[src/rtl/vta_debug_responder.sv]
// Debug-access responder: executes one host command at a time against the
// fetch control register and the on-chip memory ports, then returns one response.
module vta_debug_responder #(
    parameter int unsigned NUM_MEMS  = 4,
    parameter int unsigned MEM_AW    = 10,
    parameter int unsigned MEM_WORDS = 1,
    parameter int unsigned REG_WORDS = 1
) (
    input  logic                          clock,
    input  logic                          reset,
    input  logic                          cmd_valid,
    output logic                          cmd_ready,
    input  logic [31:0]                   cmd_opcode,
    input  logic [31:0]                   cmd_id,
    input  logic [31:0]                   cmd_mask,
    input  logic [31:0]                   cmd_in,
    input  logic [31:0]                   cmd_addr,
    output logic                          rsp_valid,
    input  logic                          rsp_ready,
    output logic [31:0]                   rsp_data,
    output logic                          rsp_err,
    input  logic [REG_WORDS*32-1:0]       reg_rdata,
    output logic                          reg_we,
    output logic [REG_WORDS*32-1:0]       reg_wdata,
    output logic [NUM_MEMS-1:0]           mem_en,
    output logic                          mem_we,
    output logic [MEM_AW-1:0]             mem_addr,
    output logic [MEM_WORDS*32-1:0]       mem_wdata,
    input  logic [NUM_MEMS*MEM_WORDS*32-1:0] mem_rdata,
    output logic [15:0]                   err_count
);

    localparam int unsigned RW  = REG_WORDS * 32;
    localparam int unsigned MW  = MEM_WORDS * 32;
    localparam int unsigned IW  = (NUM_MEMS  > 1) ? $clog2(NUM_MEMS)  : 1;
    localparam int unsigned RLW = (REG_WORDS > 1) ? $clog2(REG_WORDS) : 1;
    localparam int unsigned MLW = (MEM_WORDS > 1) ? $clog2(MEM_WORDS) : 1;
    localparam int unsigned LW  = (RLW > MLW) ? RLW : MLW;

    localparam logic [2:0]  OP_NOP  = 3'd0;
    localparam logic [2:0]  OP_WREG = 3'd1;
    localparam logic [2:0]  OP_RREG = 3'd2;
    localparam logic [2:0]  OP_WMEM = 3'd3;
    localparam logic [2:0]  OP_RMEM = 3'd4;
    localparam logic [31:0] NOP_DATA = 32'hdeadbeef;

    typedef enum logic [1:0] {
        IDLE,
        EXEC,
        MEMRD,
        RESP
    } state_t;

    state_t           state;
    logic [2:0]       op_q;
    logic [IW-1:0]    id_q;
    logic [LW-1:0]    lane_q;
    logic [31:0]      in_q;
    logic             err_q;

    logic             cmd_bad;
    logic             in_is_reg;
    logic             in_is_mem;
    logic [31:0]      reg_lane;
    logic [MW-1:0]    port_word;
    logic [31:0]      mem_lane;

    // Replace one 32-bit lane of a register value.
    function automatic logic [RW-1:0] reg_merge(input logic [RW-1:0] old,
                                                input logic [LW-1:0] lane,
                                                input logic [31:0]   d);
        logic [RW-1:0] r;
        r = old;
        for (int i = 0; i < int'(REG_WORDS); i++) begin
            if (LW'(i) == lane) r[i*32 +: 32] = d;
        end
        return r;
    endfunction

    // Replace one 32-bit lane of a memory word.
    function automatic logic [MW-1:0] mem_merge(input logic [MW-1:0] old,
                                                input logic [LW-1:0] lane,
                                                input logic [31:0]   d);
        logic [MW-1:0] r;
        r = old;
        for (int i = 0; i < int'(MEM_WORDS); i++) begin
            if (LW'(i) == lane) r[i*32 +: 32] = d;
        end
        return r;
    endfunction

    // One-hot port enable from a validated port id.
    function automatic logic [NUM_MEMS-1:0] port_sel(input logic [IW-1:0] id);
        logic [NUM_MEMS-1:0] r;
        r = '0;
        for (int p = 0; p < int'(NUM_MEMS); p++) begin
            if (IW'(p) == id) r[p] = 1'b1;
        end
        return r;
    endfunction

    // Classify and validate the command on the input channel.
    always_comb begin
        in_is_reg = (cmd_opcode == {29'd0, OP_WREG}) || (cmd_opcode == {29'd0, OP_RREG});
        in_is_mem = (cmd_opcode == {29'd0, OP_WMEM}) || (cmd_opcode == {29'd0, OP_RMEM});
        cmd_bad   = 1'b0;
        if (cmd_opcode > 32'd4) begin
            cmd_bad = 1'b1;
        end else if (in_is_reg) begin
            cmd_bad = (cmd_id != 32'd0) || (cmd_mask >= 32'(REG_WORDS));
        end else if (in_is_mem) begin
            cmd_bad = (cmd_id >= 32'(NUM_MEMS)) || (cmd_mask >= 32'(MEM_WORDS)) ||
                      ((cmd_addr >> MEM_AW) != 32'd0);
        end
    end

    // Lane of the control register selected by the latched mask.
    always_comb begin
        reg_lane = '0;
        for (int i = 0; i < int'(REG_WORDS); i++) begin
            if (LW'(i) == lane_q) reg_lane = reg_rdata[i*32 +: 32];
        end
    end

    // Read word of the latched port, and the latched lane within it.
    always_comb begin
        port_word = '0;
        for (int p = 0; p < int'(NUM_MEMS); p++) begin
            if (IW'(p) == id_q) port_word = mem_rdata[p*MW +: MW];
        end
        mem_lane = '0;
        for (int i = 0; i < int'(MEM_WORDS); i++) begin
            if (LW'(i) == lane_q) mem_lane = port_word[i*32 +: 32];
        end
    end

    // Read data only lands in the write cycle, so the merged word follows it directly.
    assign mem_wdata = mem_we ? mem_merge(port_word, lane_q, in_q) : '0;

    // Command sequencer: accept, execute, optional memory read phase, respond.
    always_ff @(posedge clock or negedge reset) begin
        if (!reset) begin
            state     <= IDLE;
            cmd_ready <= 1'b0;
            rsp_valid <= 1'b0;
            rsp_data  <= '0;
            rsp_err   <= 1'b0;
            reg_we    <= 1'b0;
            reg_wdata <= '0;
            mem_en    <= '0;
            mem_we    <= 1'b0;
            mem_addr  <= '0;
            err_count <= '0;
            op_q      <= '0;
            id_q      <= '0;
            lane_q    <= '0;
            in_q      <= '0;
            err_q     <= 1'b0;
        end else begin
            unique case (state)
                IDLE: begin
                    if (cmd_valid && cmd_ready) begin
                        state     <= EXEC;
                        cmd_ready <= 1'b0;
                        op_q      <= cmd_opcode[2:0];
                        id_q      <= cmd_id[IW-1:0];
                        lane_q    <= cmd_mask[LW-1:0];
                        in_q      <= cmd_in;
                        err_q     <= cmd_bad;
                        // Strobes are launched at accept so they are live during EXEC.
                        if (!cmd_bad && (cmd_opcode == {29'd0, OP_WREG})) begin
                            reg_we    <= 1'b1;
                            reg_wdata <= reg_merge(reg_rdata, cmd_mask[LW-1:0], cmd_in);
                        end
                        if (!cmd_bad && in_is_mem) begin
                            mem_en   <= port_sel(cmd_id[IW-1:0]);
                            mem_we   <= 1'b0;
                            mem_addr <= cmd_addr[MEM_AW-1:0];
                        end
                    end else begin
                        cmd_ready <= 1'b1;
                    end
                end
                EXEC: begin
                    reg_we  <= 1'b0;
                    rsp_err <= err_q;
                    if (err_q) begin
                        rsp_data  <= '0;
                        rsp_valid <= 1'b1;
                        state     <= RESP;
                        if (err_count != 16'hFFFF) err_count <= err_count + 16'd1;
                    end else begin
                        unique case (op_q)
                            OP_NOP: begin
                                rsp_data  <= NOP_DATA;
                                rsp_valid <= 1'b1;
                                state     <= RESP;
                            end
                            OP_WREG: begin
                                rsp_data  <= '0;
                                rsp_valid <= 1'b1;
                                state     <= RESP;
                            end
                            OP_RREG: begin
                                rsp_data  <= reg_lane;
                                rsp_valid <= 1'b1;
                                state     <= RESP;
                            end
                            OP_WMEM: begin
                                mem_we <= 1'b1;
                                state  <= MEMRD;
                            end
                            default: begin
                                mem_en <= '0;
                                state  <= MEMRD;
                            end
                        endcase
                    end
                end
                MEMRD: begin
                    mem_en    <= '0;
                    mem_we    <= 1'b0;
                    rsp_err   <= 1'b0;
                    rsp_data  <= (op_q == OP_RMEM) ? mem_lane : 32'd0;
                    rsp_valid <= 1'b1;
                    state     <= RESP;
                end
                RESP: begin
                    if (rsp_ready) begin
                        rsp_valid <= 1'b0;
                        cmd_ready <= 1'b1;
                        state     <= IDLE;
                    end
                end
                default: begin
                    state <= IDLE;
                end
            endcase
        end
    end

endmodule

[config.mk]
export PLATFORM = sky130hd
export DESIGN_NAME = vta_debug_responder
export DESIGN_NICKNAME = d
export VERILOG_FILES = /design/src/rtl/vta_debug_responder.sv
export SDC_FILE = /design/constraint.sdc
export NUM_CORES = 1
export LEC_CHECK = 0
export CORE_AREA = 2 2 178 180
export DETAILED_ROUTE_END_ITERATION = 12
export DIE_AREA = 0 0 180 182
export PLACE_DENSITY = 0.67
export SYNTH_ARGS = -nofsm -noshare
export SYNTH_HDL_FRONTEND = slang
export SYNTH_SLANG_ARGS = --single-unit
[constraint.sdc]
create_clock -name clock -period 3.7 [get_ports clock]
set_clock_uncertainty 0.2 [all_clocks]
set_input_delay 0.37 -clock clock [delete_from_list [all_inputs] [get_ports clock]]
set_output_delay 0.37 -clock clock [all_outputs]
set_load 0.01 [all_outputs]
==> summary.txt <==
Power and ir drop
  – Peak supply drop: 242 uV
  – Pwr per Cell Area: 606 nW/um2
  – Leakage: 5.43 nW

STA
  – Slew margin rel.: 37.5%
  – RSZ-0062 raised after global routing: no
  – Final WS setup: 0.186 ns
  – Setup tns final: 0 ns
  – Final hold vios: 0
  – Fin crit period: 3.51 ns
  – Setup violators final: 0
  – Fmax: 285 MHz
  – Worst Tran Pin Value: 0.938 ns
  – Max-slew violations: 0
  – Hold WS: 0.283 ns
  – Crit share post-route: 95.0%

Setup path
  – Worst Setup Start Kind: flop
  – Worst setup EP type: primary output
  – Worst-path fanout max: 17
  – Critical path class: flop to primary output
  – Crit path DAT: 2.94 ns
  – Req. time, crit path: 3.13 ns

Route
  – Drt total wl: 33.1 mm
  – DR vias: 7,718
  – Residual DRC: 0
  – Routed vias/inst: 4.84
  – Wire length per cell: 20.8 um
  – DR iter-0 viols: 322
  – Antenna viol nets, final: 0
  – Pre-antenna DRT Iters: 5

Place
  – IO buf count: 454
  – Dpl hpwl: 24.7 mm
  – Worst slack at placement: 0.472 ns
  – Placer Congestion: 0.789
  – Placed cells: 1,561

CTS
  – Post-CTS Setup Inserts: 0
  – Max H-tree Level: 4
  – CTS Buf Count: 17
  – CTS root buffer: clkbuf_16
  – Clock sinks: 140
  – Clock tree buffer depth: 2
  – CTS tree: done
  – Clock latency at the later pin of the worst-skew pair: 0.42 ns
  – Clk slew on worst S/H paths: 0.06 ns

Global route
  – Largest net degree at the start of global routing: 76
  – Vias in the first global route: 8,154
  – Met3 global-route usage: 4.63%
  – Initial antenna violation count: 0
  – First-pass GRT wire length: 49.8 mm
  – Met1 Usage GRT: 25.4%
  – Layer with the highest usage: met2
  – GRT Total Usage: 19.8%
  – Grt met2 use: 34.3%
  – Grt ovf: 0

Logic synthesis
  – Seq/Total Area, Yosys: 44.2%
  – Synth area leaders: dfrtp_1 44%, mux4_2 9.1%, mux2i_1 8.7%, mux2_2 7.2%, o21ai_0 4.0%
  – Synth unique cells: 45
  – Number of synthesized flops with an enable pin: 0
  – Top_reg_cell synth: dfrtp_1
  – Async set-reset flop share out of synthesis: 100%
  – FF+latch count, synth: 140
  – Synth Net Count: 1,065
  – Post-synth top cells: 140 x dfrtp_1, 69 x mux2i_1, 63 x o21ai_0
  – Post-synthesis cell count: 736
  – Ys Warns: 0
  – Synth top area share: 44.2%
  – Syn Area/Cell: 10.8 um2
  – Post-Syn Area: 7930 um2
  – Yosys top cell by area: dfrtp_1
  – Most common cell in the synthesized netlist: dfrtp_1

Die
  – I/O pin total: 455
  – Initial Utilization: 25.6%
  – Core Box Area: 31,000 um2
  – Die boundary width: 180 um
  – DIE HEIGHT: 182 um
  – FP Rows: 65
  – Die ar.: 32,800 um2

Finish
  – Share of cells above drive strength 1: 12.8%
  – Fin util: 43.8%
  – Antenna cell count: 0
  – Net count, final: 1,508
  – Cell Count, Final, Fillers Out: 1,594
  – Synth-to-layout area growth: 71.2%

Hold path
  – Hold WC Path Type: flop to flop

Flow run
  – Max Cap Violations: 0

Run status
  – Outcome: complete, no violations
-- per-layer routing --
metal,share of wire [%],wire length (um)
met1,43,14400
met2,50,16400
met3,6.0,2000
met4,0.90,297
met5,0,0
-- layout make-up --
cell class                      instances  area (um2)
Fill cell                            2911       17400
Timing Repair Buffer                  473        4710
Multi-Input combinational cell        517        4150
Sequential cell                       140        3510
Tap cell                              402         503
Clock buffer                           17         425
Clock inverter                         15         151
Inverter                               30         113
-- sequential cells by signal, summed over array words and instances, names as in the netlist, 2 cells and up --
register / cells
id_q: 2
reg_wdata: 32
op_q: 3
mem_addr: 10
state: 2
in_q: 32
rsp_data: 32
err_count: 16
mem_en: 4
-- repair_timing --
item | in CTS | in global routing
hold endpoints to repair | 73 | 0
resized for setup | 0 | 0
hold buffers | 1 | 0
-- report_power, final --
group	total, mW	internal [mW]	switching, mW	leakage [nW]
Combinational	3.92	2.13	1.79	3.35
Clock	1.73	0.955	0.776	0.286
Sequential	2.56	2.01	0.553	1.79
-- cell usage in the layout (no fill, tap or decap), types with 4 or more instances in the layout --
cell type,instances
inv_1,30
a22oi_1,34
nand2_1,51
nor3_1,5
buf_4,16
nand4_1,13
nand3b_1,4
clkbuf_16,17
a21oi_1,35
inv_6,7
nor4_1,27
nand3_1,6
ha_1,5
mux4_2,32
o21ai_0,63
xnor2_1,12
nor2b_1,33
clkdlybuf4s50_1,452
nor2_1,40
mux2i_1,69
mux2_2,51
dfrtp_1,137
-- cell families after synthesis --
kind of cell / synth area share (%)
compound gates: 10.5
xor+xnor: 1.66
fa+ha+maj: 0.789
buf+inv: 3.93
flops: 44.2
mux: 25.1
simple gates: 13.8
-- worst paths after layout --
check	startpoint	end	slack (ns)	depth (start not counted)
setup reg to reg	state[0]$_DFFE_PN0P_	mem_addr[8]$_DFFE_PN0P_	0.87	7
hold / removal	reg_wdata[12]$_DFFE_PN0P_	reg_wdata[12]$_DFFE_PN0P_	0.28	2
max in group asynchronous	reset	mem_en[3]$_DFFE_PN0P_	2.09	3
hold reg to reg	reg_wdata[12]$_DFFE_PN0P_	reg_wdata[12]$_DFFE_PN0P_	0.28	2
min in group asynchronous	reset	rsp_data[12]$_DFFE_PN0P_	0.39	2
setup / recovery	id_q[0]$_DFFE_PN0P_	mem_wdata[31]	0.19	5
-- critical path: stages, from the launching register on --
cell and delay (ns):
dfrtp_2 0.81, buf_4 0.35, mux4_2 0.54, mux2i_1 0.25
nor2b_1 0.08, clkdlybuf4s50_1 0.49
-- through the flow --
stage | cell area, um2 | power, mW
4_1_cts | 13600 | 8.34
2_1_floorplan | 7930 | 4.55
6_report | 13600 | 8.22
5_1_grt | 13600 | 8.73
3_5_place_dp | 13000 | 6.57
3_3_place_gp | 13000 | 6.49
Power figures use the tool's default switching activity.
